[src/rtl/usb_link_sched.sv]
// Transaction sequencer between the protocol FSM and the dpdm line block.
// Define LINK_RETRY_EN to retry failed attempts up to MAX_RETRY times.
module usb_link_sched #(
    parameter int TIMEOUT_CYC = 255,
    parameter int MAX_RETRY   = 3
) (
    input  logic       clk,
    input  logic       rst,
    input  logic       txn_valid,
    input  logic       txn_kind,
    output logic       txn_ready,
    output logic [1:0] w_pkt_type,
    output logic       re,
    input  logic       rx_done,
    input  logic [1:0] rx_status,
    output logic       txn_done,
    output logic [1:0] txn_result,
    output logic [3:0] retry_cnt
);

    localparam logic [2:0] S_IDLE    = 3'd0;
    localparam logic [2:0] S_TX_TOK  = 3'd1;
    localparam logic [2:0] S_TX_DATA = 3'd2;
    localparam logic [2:0] S_TX_HS   = 3'd3;
    localparam logic [2:0] S_GAP     = 3'd4;
    localparam logic [2:0] S_RX_WAIT = 3'd5;
    localparam logic [2:0] S_DONE    = 3'd6;

    // Hold lengths are packet size + 4 (stream, 2x SE0, J); counters count from 0.
    localparam logic [6:0] TOK_LAST  = 7'd35;
    localparam logic [6:0] DATA_LAST = 7'd99;
    localparam logic [6:0] HS_LAST   = 7'd19;
    localparam logic [9:0] TMO_LAST  = 10'(TIMEOUT_CYC - 1);

    localparam logic [1:0] ST_ACK  = 2'b00;
    localparam logic [1:0] ST_NAK  = 2'b01;
    localparam logic [1:0] ST_DATA = 2'b10;

    localparam logic [1:0] RES_OK  = 2'b00;
    localparam logic [1:0] RES_TMO = 2'b01;
    localparam logic [1:0] RES_NAK = 2'b10;
    localparam logic [1:0] RES_ERR = 2'b11;

`ifdef LINK_RETRY_EN
    localparam logic RETRY_EN = 1'b1;
`else
    localparam logic RETRY_EN = 1'b0;
`endif
    localparam logic [4:0] RETRY_CFG = {RETRY_EN, 4'(MAX_RETRY)};

    logic [2:0] state_q, state_d;
    logic [2:0] gap_next_q, gap_next_d;
    logic       kind_q, kind_d;
    logic [6:0] hold_q, hold_d;
    logic [9:0] tmo_q, tmo_d;
    logic [3:0] retry_q, retry_d;
    logic [1:0] res_q, res_d;
    logic       ok_s, fail_s, retry_ok_s;
    logic [1:0] fail_code_s;
    logic [1:0] pkt_s;

    logic       txn_ready_q;
    logic [1:0] w_pkt_type_q;
    logic       re_q;
    logic       txn_done_q;
    logic [1:0] txn_result_q;

    assign retry_ok_s = RETRY_CFG[4] && (retry_q < RETRY_CFG[3:0]);

    // Next-state, attempt outcome and retry bookkeeping.
    always_comb begin
        state_d     = state_q;
        gap_next_d  = gap_next_q;
        kind_d      = kind_q;
        retry_d     = retry_q;
        res_d       = res_q;
        ok_s        = 1'b0;
        fail_s      = 1'b0;
        fail_code_s = RES_ERR;
        case (state_q)
            S_IDLE: begin
                if (txn_valid) begin
                    state_d = S_TX_TOK;
                    kind_d  = txn_kind;
                    retry_d = 4'd0;
                end else begin
                    state_d = S_IDLE;
                end
            end
            S_TX_TOK: begin
                if (hold_q == TOK_LAST) begin
                    state_d    = S_GAP;
                    gap_next_d = kind_q ? S_RX_WAIT : S_TX_DATA;
                end else begin
                    state_d = S_TX_TOK;
                end
            end
            S_TX_DATA: begin
                if (hold_q == DATA_LAST) begin
                    state_d    = S_GAP;
                    gap_next_d = S_RX_WAIT;
                end else begin
                    state_d = S_TX_DATA;
                end
            end
            S_TX_HS: begin
                if (hold_q == HS_LAST) begin
                    state_d    = S_GAP;
                    gap_next_d = S_DONE;
                end else begin
                    state_d = S_TX_HS;
                end
            end
            S_GAP: begin
                state_d = gap_next_q;
            end
            S_RX_WAIT: begin
                // A response on the final timeout cycle takes priority over the timeout.
                if (rx_done) begin
                    case (rx_status)
                        ST_ACK: begin
                            if (!kind_q) begin
                                ok_s    = 1'b1;
                                state_d = S_DONE;
                            end else begin
                                fail_s = 1'b1;
                            end
                        end
                        ST_DATA: begin
                            if (kind_q) begin
                                ok_s       = 1'b1;
                                state_d    = S_GAP;
                                gap_next_d = S_TX_HS;
                            end else begin
                                fail_s = 1'b1;
                            end
                        end
                        ST_NAK: begin
                            fail_s      = 1'b1;
                            fail_code_s = RES_NAK;
                        end
                        default: begin
                            fail_s = 1'b1;
                        end
                    endcase
                end else if (tmo_q == TMO_LAST) begin
                    fail_s      = 1'b1;
                    fail_code_s = RES_TMO;
                end else begin
                    state_d = S_RX_WAIT;
                end
            end
            S_DONE: begin
                state_d = S_IDLE;
            end
            default: begin
                state_d = S_IDLE;
            end
        endcase

        if (fail_s && retry_ok_s) begin
            res_d      = fail_code_s;
            retry_d    = retry_q + 4'd1;
            state_d    = S_GAP;
            gap_next_d = S_TX_TOK;
        end else if (fail_s) begin
            res_d   = fail_code_s;
            state_d = S_DONE;
        end else if (ok_s) begin
            res_d = RES_OK;
        end else begin
            res_d = res_q;
        end
    end

    // Hold and timeout counters restart whenever their state is entered.
    always_comb begin
        hold_d = (state_d != state_q) ? 7'd0 : hold_q + 7'd1;
        if ((state_q == S_RX_WAIT) && (state_d == S_RX_WAIT)) begin
            tmo_d = tmo_q + 10'd1;
        end else begin
            tmo_d = 10'd0;
        end
    end

    // Packet-type code presented to the writer for the upcoming state.
    always_comb begin
        case (state_d)
            S_TX_TOK:  pkt_s = 2'b01;
            S_TX_DATA: pkt_s = 2'b10;
            S_TX_HS:   pkt_s = 2'b11;
            default:   pkt_s = 2'b00;
        endcase
    end

    // State, counters and registered outputs.
    always_ff @(posedge clk or posedge rst) begin
        if (rst) begin
            state_q      <= S_IDLE;
            gap_next_q   <= S_IDLE;
            kind_q       <= 1'b0;
            hold_q       <= 7'd0;
            tmo_q        <= 10'd0;
            retry_q      <= 4'd0;
            res_q        <= RES_OK;
            txn_ready_q  <= 1'b1;
            w_pkt_type_q <= 2'b00;
            re_q         <= 1'b0;
            txn_done_q   <= 1'b0;
            txn_result_q <= RES_OK;
        end else begin
            state_q      <= state_d;
            gap_next_q   <= gap_next_d;
            kind_q       <= kind_d;
            hold_q       <= hold_d;
            tmo_q        <= tmo_d;
            retry_q      <= retry_d;
            res_q        <= res_d;
            txn_ready_q  <= (state_d == S_IDLE);
            w_pkt_type_q <= pkt_s;
            re_q         <= (state_d == S_RX_WAIT);
            txn_done_q   <= (state_d == S_DONE);
            txn_result_q <= (state_d == S_DONE) ? res_d : txn_result_q;
        end
    end

    assign txn_ready  = txn_ready_q;
    assign w_pkt_type = w_pkt_type_q;
    assign re         = re_q;
    assign txn_done   = txn_done_q;
    assign txn_result = txn_result_q;
    assign retry_cnt  = retry_q;

endmodule

[config.mk]
export PLATFORM = sky130hd
export DESIGN_NAME = usb_link_sched
export DESIGN_NICKNAME = d
export VERILOG_FILES = /design/src/rtl/usb_link_sched.sv
export SDC_FILE = /design/constraint.sdc
export NUM_CORES = 1
export LEC_CHECK = 0
export ABC_AREA = 1
export BUFFER_PORTS_ARGS = -buffer_cell sky130_fd_sc_hd__buf_2
export CAP_MARGIN = 0
export CORE_UTILIZATION = 30
export CTS_CLUSTER_DIAMETER = 200
export DETAILED_ROUTE_END_ITERATION = 10
export MAX_ROUTING_LAYER = met4
export PLACE_DENSITY = 0.57
export SLEW_MARGIN = 40
export SYNTH_ARGS = -nofsm -noshare
export SYNTH_HDL_FRONTEND = slang
export SYNTH_SLANG_ARGS = --single-unit
export TNS_END_PERCENT = 1
[constraint.sdc]
create_clock -name clk -period 1.6 [get_ports clk]
set_input_delay 0.16 -clock clk [delete_from_list [all_inputs] [get_ports clk]]
set_output_delay 0.16 -clock clk [all_outputs]
set_load 0.1 [all_outputs]
# Word level (Yosys, flattened, before mapping)
# Cells that the tools add are included.
# totals
ff_bits	33
latch_bits	0
ram_bits	0
romBits	0
input_bits	7
out_inout_bits	11
elab_cells	80
memories	0
# op_classes
add_sub_neg	2
n_mul	0
n_div	0
order_cmp	0
eq_ne	23
shifts	0
mux	37
bitwise	0
n_reduce_logical	7
# op_table
operator	n
3-bit two-way mux	15
3-bit case mux with 6 select lines	1
3-bit by 2-bit equality test with 1-bit output, second input constant	4
3-bit equality test, second input constant	4
3-bit case mux with 4 select lines	1
10-bit by 1-bit adder with 10-bit output, second input constant	1
10-bit by 8-bit equality test with 1-bit output, second input constant	1
10-bit two-way mux	1
2-bit two-way mux	5
2-bit != test, second input constant	5
1-bit two-way mux	9
7-bit by 1-bit adder with 7-bit output, second input constant	1
7-bit by 5-bit equality test with 1-bit output, second input constant	1
7-bit by 6-bit equality test with 1-bit output, second input constant	1
7-bit equality test, second input constant	1
7-bit two-way mux	1
7-bit AND reduction	1
3-bit by 1-bit equality test with 1-bit output, second input constant	2
3-bit logical NOT	2
2-bit case mux with 3 select lines	1
3-bit case mux with 2 select lines	1
1-bit case mux with 2 select lines	2
4-bit nonzero test	1
3-bit != test	1
6 further kinds	6

# Depth between registers and ports, before layout
# Gate-level depths: netlist (run 1).
# logic_depth
word_depth	8
ltp_mapped	14
depth_no_buf	14

# Worst setup path before layout (run 1)
# Ideal clock, no wire load.
# synth_timing
path_kind	reg-to-reg
startpoint	register hold_q[0]
endpoint	register txn_result_q[0], in the netlist txn_result[0]
setup_time_ns	0.125
arrival_time_ns	1.442
t_required_ns	1.475
path_slack_ns	0.033
stages_incl_launch_ff	13
path_cell_list	dfrtp_1 > ha_1 > nand2_1 > nor2_2 > nand2_1 > nand2_1 > nand2_1 > nor2_1 > nand2_2 > nand2_4 > nand2_2 > o21ai_0 > nand2_1
# synth_between
elab_chain_len	5
# synth_lines
element	line_no	rtl
start: declaration	54	logic [6:0] hold_q, hold_d;
start signal: assignment	215	hold_q <= hold_d;
7-bit by 5-bit equality test with 1-bit output, or another cell as far along	107	if (hold_q == HS_LAST) begin
3-bit two-way mux (on tied branches)	107, 91, 99	
3-bit case mux with 6 select lines *	80	case (state_q)
3-bit two-way mux *	166	end else if (fail_s) begin
3-bit equality test *	223	txn_result_q <= (state_d == S_DONE) ? res_d : txn_result_q;
end signal: assignment	223	
end: declaration	66	logic [1:0] txn_result_q;
# Every way passes the cells marked *; elsewhere a longest branch is shown, timed or not.
# A chain may end at the register's enable or synchronous reset.

# Worst setup path in the final report (run 1)
# layout_timing
startpoint	register hold_q[0]
endpoint	register hold_q[6]
# layout_between
elab_chain_len	6
# layout_lines
element	line_no	rtl
7-bit by 5-bit equality test with 1-bit output, or another cell as far along	107	
3-bit two-way mux (on tied branches)	107, 91, 99	
3-bit case mux with 6 select lines	80	
3-bit two-way mux	166	
3-bit != test	178	hold_d = (state_d != state_q) ? 7'd0 : hold_q + 7'd1;
7-bit two-way mux *	178	
named net hold_d[6]	54	
# Mark *: on every way through the listed nets, which the timed path passes. The rest lies on a longest branch.

==> results list, run 1 <==
* Sequential cell area: 828 um2
- Share of Yosys cell area claimed by the top area cell type: 0.442
- Setup violations remaining at the end of the flow were counted as 23.
- After layout, the minimum clock period comes to 1.73 ns.
* Yosys warns: 0
- Via count of the first global-routing pass: 1,473
- Hold crit path type: in2reg
- For this block, the routed nets add up to 3650 um of wire.
- Sorting the synthesized cells by area gives the leading types as dfrtp_1 (44%), nand2_1 (8.1%), nor2_1 (7.5%), nand3_1 (4.4%), xor2_1 (4.4%).
* Arrival time at the worst endpoint: 1.95 ns
* Crit-path most repeated cell: nand2_2
- Die Y-Extent: 79.7 um
- Clock-pin slew was measured on the worst setup and hold paths at 0.07 ns.
- After floorplanning, the core was divided into 27 placement rows.
* Antenna violations before repair: 0
* Sequential element share of the synthesized area: 0.457
- Clock latency on the worst-skew pair, taken at its later pin, is 0.29 ns.
- Endpoints failing hold: 0
- The first routing iteration left 27 violations.
* Sum of buffers and inverters on the critical path: 0
- Final cell count without fillers: 344
- Data on the critical path is required at its endpoint by 1.82 ns.
* Max Clock Freq: 0.578 GHz
- DRT Pass-1 Iters: 4
* Starting Density: 0.319
* Final core utilization: 0.430
* Leakage dissipation: 1.18 nW
* Max capacitance violation total: 0
- Post-route clock skew: 0.00881 ns
* Final-report max-slew violation count: 0
- The synthesized netlist occupies a cell area of 1810 um2.
- The repair_antennas step left the layout with diodes totalling 0.
- Main flop type after synthesis: dfrtp_1
- # placed instances: 333
- Wire per inst: 10.6 um
- The largest single stage delay on the critical path is 0.36 ns.
- Post-synthesis register bit count: 33
* Die Wd: 79.7 um
- In this design, the largest share of critical-path delay is due to simple AND/OR/NAND/NOR gates.
- Maximum number of pins on one net before global-route repair: 34
- For this design, the sink count on the clock tree is 33.
- In the global route stage, overall resource usage came out at 0.133.
* Critical Path Sink Type: flop
- Detailed placement finished with a half-perimeter wire length of 2670 um.
- Share of final-layout standard cells stronger than drive strength 1: 0.390
* Mapped Cells: 216
- The signal on the critical path passes through ha_2, nand2_2, nor2_4, nand2_2, nand2_2, nand2_2, nor2_4, nand2_4, nand2_4, nand2_2, nand2_2, nand3_4, nor2_2.
- Yosys mapped a number of flops with a built-in enable equal to 0.
* Most frequent cells after synthesis: nand2_1 (39), nor2_1 (36), dfrtp_1 (32), inv_1 (19), nand3_1 (16)
* Core area: 5680 um2
- A synthesized cell averages 8.38 um2.
- Along the worst path, the maximum fanout reaches 7.
- Routability cong.: 0.800
- Fill cells: 573
- Setup total negative slack on the finished layout was measured at -1.36 ns.
- Pin placement for this block handled 18 I/O pins.
- Of the available clock period, the critical path in the final layout requires 1.08.
* Most frequent cell after synthesis: nand2_1
- Critical Path Source Type: flop
- Number of buffers added by the clock tree synthesis step: 5
* Clock root buffer: clkbuf_8
- After layout, the design draws a total of 2.38 mW.
- Async SR Flop Fraction: 1.00
- Power Density: 975 nW/um2
- RSZ-0062 raised after global routing: true
- The final reports fail on negative setup slack.
- At the end of the flow, the number of nets in the layout was 281.
* # port buffers: 13
- The routed layout has 1,501 vias.
* Multi-input gate area: 953 um2
- Area growth syn-to-layout: 34.7%
* Remaining design rule violation count: 0
- After global routing the overflow that remains totals 0.
- Hold is met by 0.133 ns.
* Cell at the slowest stage of the critical path: dfrtp_1
- The detail route stage leaves a number of antenna-violating nets equal to 0.
- The floorplan step defined a die boundary enclosing 6350 um2.
- The number of different library cells used by synthesis comes to 30.
- TritonCTS built the clock tree.
* Worst VDD drop: 0.396 mV
- Wire length of the first global-routing pass: 6290 um
- Final worst setup slack: -0.129 ns
- Result of the run: finished with violations
- Dividing the detail-routed via count by the number of cells gives 4.36.
* Worst setup path category: reg2reg
* CTS max path bufs: 2
* H-tree depth: 2
* Post-synthesis cell type with the largest combined area: dfrtp_1
## tightest hold or removal path, stage by stage
cell and delay (ns):
buf_2 0.07, nor2_1 0.03, a21oi_1 0.11
## cells in the final DEF, fill, tap and decap left out, drive strengths merged
cell type    Yosys  layout
dfrtp           32      32
o211ai           1       1
ha               3       3
nor4             1       1
nand3b           1       1
clkinvlp         0       1
o21bai           1       1
inv             27      27
xnor2            4       4
buf              5      49
dfstp            1       1
nor2            41      41
nor3             7       7
and3             1       1
bufinv           0       1
o2bb2ai          1       1
nand4            4       4
nand3           20      20
a21oi            7       7
clkbuf           0       6
o21ai            5       5
dlygate4sd3      0       1
conb             1       4
xor2             9       9
nand2           44      44
## final timing paths
| check | cells past startpoint | endpoint | slack [ns] | from |
|---|---|---|---|---|
| min reg2reg | 2 | txn_result[0]$_DFFE_PP0P_ | 0.50 | txn_result[0]$_DFFE_PP0P_ |
| max | 13 | hold_q[6]$_DFF_PP0_ | -0.13 | hold_q[0]$_DFF_PP0_ |
| max in group asynchronous | 4 | txn_ready$_DFF_PP1_ | 0.78 | rst |
| min in group asynchronous | 4 | tmo_q[7]$_DFF_PP0_ | 0.50 | rst |
| min | 3 | kind_q$_DFFE_PP0P_ | 0.13 | txn_kind |
| max reg2reg | 13 | hold_q[6]$_DFF_PP0_ | -0.13 | hold_q[0]$_DFF_PP0_ |
## layer usage
| layer | vias to the layer above | part of all wire | GRT usage |
|---|---|---|---|
| met5 | - | 0 | - |
| met3 | 7 | 0.028 | 0.0274 |
| met2 | 20 | 0.45 | 0.202 |
| met1 | 690 | 0.50 | 0.168 |
| li1 | 784 | - | - |
| met4 | 0 | 0.019 | 0.0655 |
## stage by stage
step           worst slack, ns  cell area [um2]
2_1_floorplan           0.0332             1820
3_3_place_gp            -0.118             2190
3_5_place_dp            -0.120             2190
4_1_cts                 -0.113             2340
5_1_grt                 -0.259             2440
6_report                -0.129             2440
## registers in the layout, summed over array words and instances (netlist names)
| name | cells |
|---|---|
| txn_ready | 1 |
| kind_q | 1 |
| re | 1 |
| tmo_q | 10 |
| txn_result | 2 |
| w_pkt_type | 2 |
| res_q | 2 |
| state_q | 3 |
| hold_q | 7 |
| gap_next_q | 3 |
| txn_done | 1 |
## power by group
group | total (mW) | internal (mW) | switching [mW]
registers | 1.00 | 0.928 | 0.0747
logic | 0.547 | 0.231 | 0.316
clock network | 0.828 | 0.506 | 0.321
## timing repair
action,CTS,global route
resized for setup,7,24
setup endpoints to repair,25,30
hold endpoints to repair,32,0
pin swaps,2,10
hold buffers,1,0
buffers inserted,0,2
## logic make-up after synthesis
| kind of cell | count (synthesis) | synth area share |
|---|---|---|
| AND/OR/NAND/NOR | 119 | 0.332 |
| flip-flops | 33 | 0.457 |
| buffers and inverters | 32 | 0.0788 |
| AO/OA/AOI/OAI | 15 | 0.0463 |
| XOR/XNOR | 13 | 0.0629 |
| adder cells (fa/ha/maj) | 3 | 0.0207 |
| other | 1 | 0.00207 |
## area by class of cell
class,count,share of cell area
multi-input cells,154,0.391
flip-flops and latches,33,0.340
repair buffers,50,0.142
inverters,27,0.0416
well taps,72,0.0369
clock buffers,6,0.0339
clock inverters,2,0.0154
(Power assumes the default switching activity.)
==> run 2: changes to the inputs <==
- ABC_AREA: 1 -> 0
==> results list, run 2 <==
- Commonest cells after routing, fill and taps aside: buf_4 (42), dfrtp_1 (30), nor2_1 (18)
* Routed Antenna Nets: 0
- Dividing the final minimum period by the clock period gives 1.15.
- DR iter-0 viols: 44
- 0 antenna diodes ended up in the layout.
- Number of buffers added by the clock tree synthesis step: 5
* Highest metal used: met4
* Critical Path RT: 1.78 ns
- Final core utilization: 0.420
* Overall Global Routing Usage: 0.147
- The count of final hold-check violations came to 0.
* Result of the run: finished with violations
* Arrival time at the worst endpoint: 2.02 ns
- The worst register-to-register path begins at hold_q[0]$_DFF_PP0_.
- Most common cell after layout, fill and taps aside: buf_4
- The worst setup path is captured at a flop.
- For this run, the register share of the synthesized area comes to 0.436.
* Met2 layer wire length in the routed design: 1870 um
* Max Clock Freq: 0.542 GHz
- During synthesis, Yosys emitted a total of 0 warnings.
* Wire length of the first global-routing pass: 7110 um
* Worst setup path category: reg2reg
- Synthesis instantiated 53 different standard cells from the library.
* Slack of the worst reg-to-reg path: -0.24 ns
* Largest register by flop count: tmo_q
- Final-report max-slew violation count: 0
* DRT Pass-1 Iters: 3
* Die Y-Extent: 81.5 um
* Critical Path Fanout Max: 3
* Die Wd: 81.5 um
* Routability cong.: 0.829
- For the worst-skew pair, the clock arrives at the later sink with an insertion delay of 0.29 ns.
- Post-DP HPWL: 2950 um
- Final layout net count: 240
- The die covers 6650 um2.
- During placement, the flow inserted port buffers numbering 13.
* Fill cells: 605
- Number of flip-flops in the largest register: 10
- Critical Path Source Type: flop
- Counting along the longest clock path gives a buffer depth of 2.
- Final worst path period need: 1.84 ns
* Core area: 6030 um2
- R2r worst-path depth: 6
- Clock tree from TritonCTS: built
- Io pins: 18
* Async SR Flop Fraction: 1.00
* Via density: 4.63
- The final reports fail on negative setup slack.
* Hold crit path type: in2reg
* Overflow left after global routing: 0
- Following the worst setup path forward leads to its endpoint at gap_next_q[0]$_DFFE_PP0P_.
- In the final layout, the share of cells above drive strength 1 is 0.489.
- Maximum cell stage delay along the critical path: 0.39 ns
* Post-synth EDFFs: 0
* Routed via count: 1,416
- Area of the mapped netlist: 1900 um2
- The critical path goes through ha_4, nor4b_4, and4b_4, a41oi_1, o22ai_2, mux2_2.
- Maximum number of pins on one net before global-route repair: 34
- Starting Density: 0.315
- After detailed routing, the average wire length per cell comes to 13.0 um.
- Counting tap cells, the placed design contains a total of 296 instances.
- Cell row count: 28
- Biggest regs: tmo_q: 10 flops, hold_q: 7 flops
* Start point of the critical path: hold_q[0]$_DFF_PP0_
- In the final routing, the length of wire on met1 measures 1960 um.
- After detailed routing, the number of remaining DRC violations is 0.
- Summing all multi-input logic gate instances after layout gives 1100 um2.
- The initial antenna violation count came to 0.
- Cell at the slowest stage of the critical path: dfrtp_1
- H-tree depth: 2
- Excluding fillers, the count of instances in the completed layout stands at 306.
- Counting instances in the post-synthesis netlist gives the leading cell types as dfrtp_1 (32), nor2_1 (20), nand2_1 (9), o21ai_0 (8), xnor2_1 (8).
* Final worst setup slack: -0.244 ns
* Sum of routed wire length over all layers: 3990 um
- Power spread over the standard cell area amounts to 909 nW/um2.
- Compared with the post-synthesis result, the final layout area differs by 33.4%.
- Mean instance size in the synthesized netlist: 11.1 um2
- Post-synthesis register bit count: 33
- After clock tree synthesis, the clock-pin slew on the worst setup and hold paths is 0.07 ns.
- The synthesized design spends more area on one cell type than any other, namely dfrtp_1.
- Of the post-synthesis cell area, the dominant cell type holds 0.422.
- In the post-synthesis netlist, the biggest area contributors are dfrtp_1 (42%), nor2_1 (4.0%), xnor2_1 (3.7%), mux2_2 (3.6%), xor2_1 (3.2%).
* Worst flop-to-flop path endpoint: gap_next_q[0]$_DFFE_PP0P_
- Between clock sinks in the finished design, the worst skew comes to 0.00832 ns.
* Leakage dissipation: 1.15 nW
* Via count of the first global-routing pass: 1,456
- The most used flip-flop cell after synthesis is dfrtp_1.
- In the detailed route, the total length drawn on met3 is 109 um.
* Worst Hold Slack: 0.109 ns
- After detailed placement, the total cell area comes to 2360 um2.
- In the synthesized netlist, the number of instances is 171.
- Worst VDD drop: 0.497 mV
- Max capacitance violation total: 0
- dfrtp_1 is the most common cell in the netlist.
* Clock root buffer: clkbuf_8
- Number of clock sinks: 33
- Final setup viols: 16
- After routing the design area is 2530 um2.
- Across the whole layout, storage elements account for 830 um2.
* RSZ-0062 raised after global routing: true
-- run 2: cell count changes in the layout (fill, tap and decap cells not counted), sizes merged, moves of 4 or more --
cell / previous run / this run
nand2: 44 / 9
inv: 27 / 5
nor2: 41 / 20
nand3: 20 / 4
buf: 49 / 56
mux2: 0 / 6
nor4: 1 / 6
a21oi: 7 / 3
nand2b: 0 / 4
nor2b: 0 / 4
nor3: 7 / 3
o21ai: 5 / 9
xnor2: 4 / 8
-- run 2: kinds of logic (layout without fill, tap and decap cells) --
logic type,after synthesis,count (layout),synth area share
AND/OR/NAND/NOR,73,73,0.250
flip-flops,33,33,0.436
AO/OA/AOI/OAI,27,27,0.144
XOR/XNOR,15,15,0.0692
buffers and inverters,13,70,0.0442
multiplexers,6,6,0.0356
adder cells (fa/ha/maj),3,3,0.0198
other,1,4,0.00198
-- run 2: cell type report --
class                           instances  share of cell area
Multi-Input combinational cell        128               0.435
Timing Repair Buffer                   57               0.159
Tap cell                               75              0.0371
Clock buffer                            5              0.0272
Inverter                                5             0.00741
Clock inverter                          3             0.00692
Sequential cell                        33               0.328
-- run 2: repair_timing --
item | 4_1_cts | 5_1_grt
pin swaps | 3 | 1
resized for setup | 8 | 12
buffers inserted | 1 | 0
endpoints found under the setup margin | 19 | 30
hold buffers | 1 | 0
endpoints found under the hold margin | 32 | 0
-- run 2: power breakdown --
part | leakage [nW] | switching, mW | internal, mW
Combinational | 0.671 | 0.388 | 0.319
Sequential | 0.432 | 0.0704 | 0.906
Clock | 0.0439 | 0.317 | 0.300
-- run 2: critical path, delay by kind of cell (launching register included) --
kind | cells | cell delay [ns]
and+or+nand+nor | 2 | 0.59
AOI/OAI and AO/OA | 2 | 0.24
adders and majority gates | 1 | 0.15
DFF | 1 | 0.39
muxes | 1 | 0.36
-- run 2: routing by layer --
| metal | vias up | global-route usage |
|---|---|---|
| li1 | 718 | - |
| met4 | 0 | 0.0429 |
| met2 | 18 | 0.238 |
| met3 | 5 | 0.0267 |
| met1 | 675 | 0.185 |
| met5 | - | - |
-- run 2: how the worst min path moves through the flow --
stage / slack, ns / startpoint / depth (start not counted) / to
2_1_floorplan: 0.29 / rst / 1 / gap_next_q[0]$_DFFE_PP0P_
3_3_place_gp: 0.29 / rst / 3 / re$_DFF_PP0_
3_5_place_dp: 0.28 / rst / 3 / re$_DFF_PP0_
4_1_cts: 0.1 / txn_kind / 2 / kind_q$_DFFE_PP0P_
5_1_grt: 0.11 / txn_kind / 2 / kind_q$_DFFE_PP0P_
6_report: 0.11 / txn_kind / 2 / kind_q$_DFFE_PP0P_
-- run 2: stage by stage --
stage | power, mW | TNS, ns | setup WS, ns
after detailed placement | 1.66 | -3.04 | -0.268
after global placement | 1.65 | -2.40 | -0.210
after CTS | 2.32 | -3.23 | -0.284
final | 2.30 | -2.90 | -0.244
after global routing | 2.45 | -4.54 | -0.338
after floorplan | 1.44 | -1.51 | -0.169
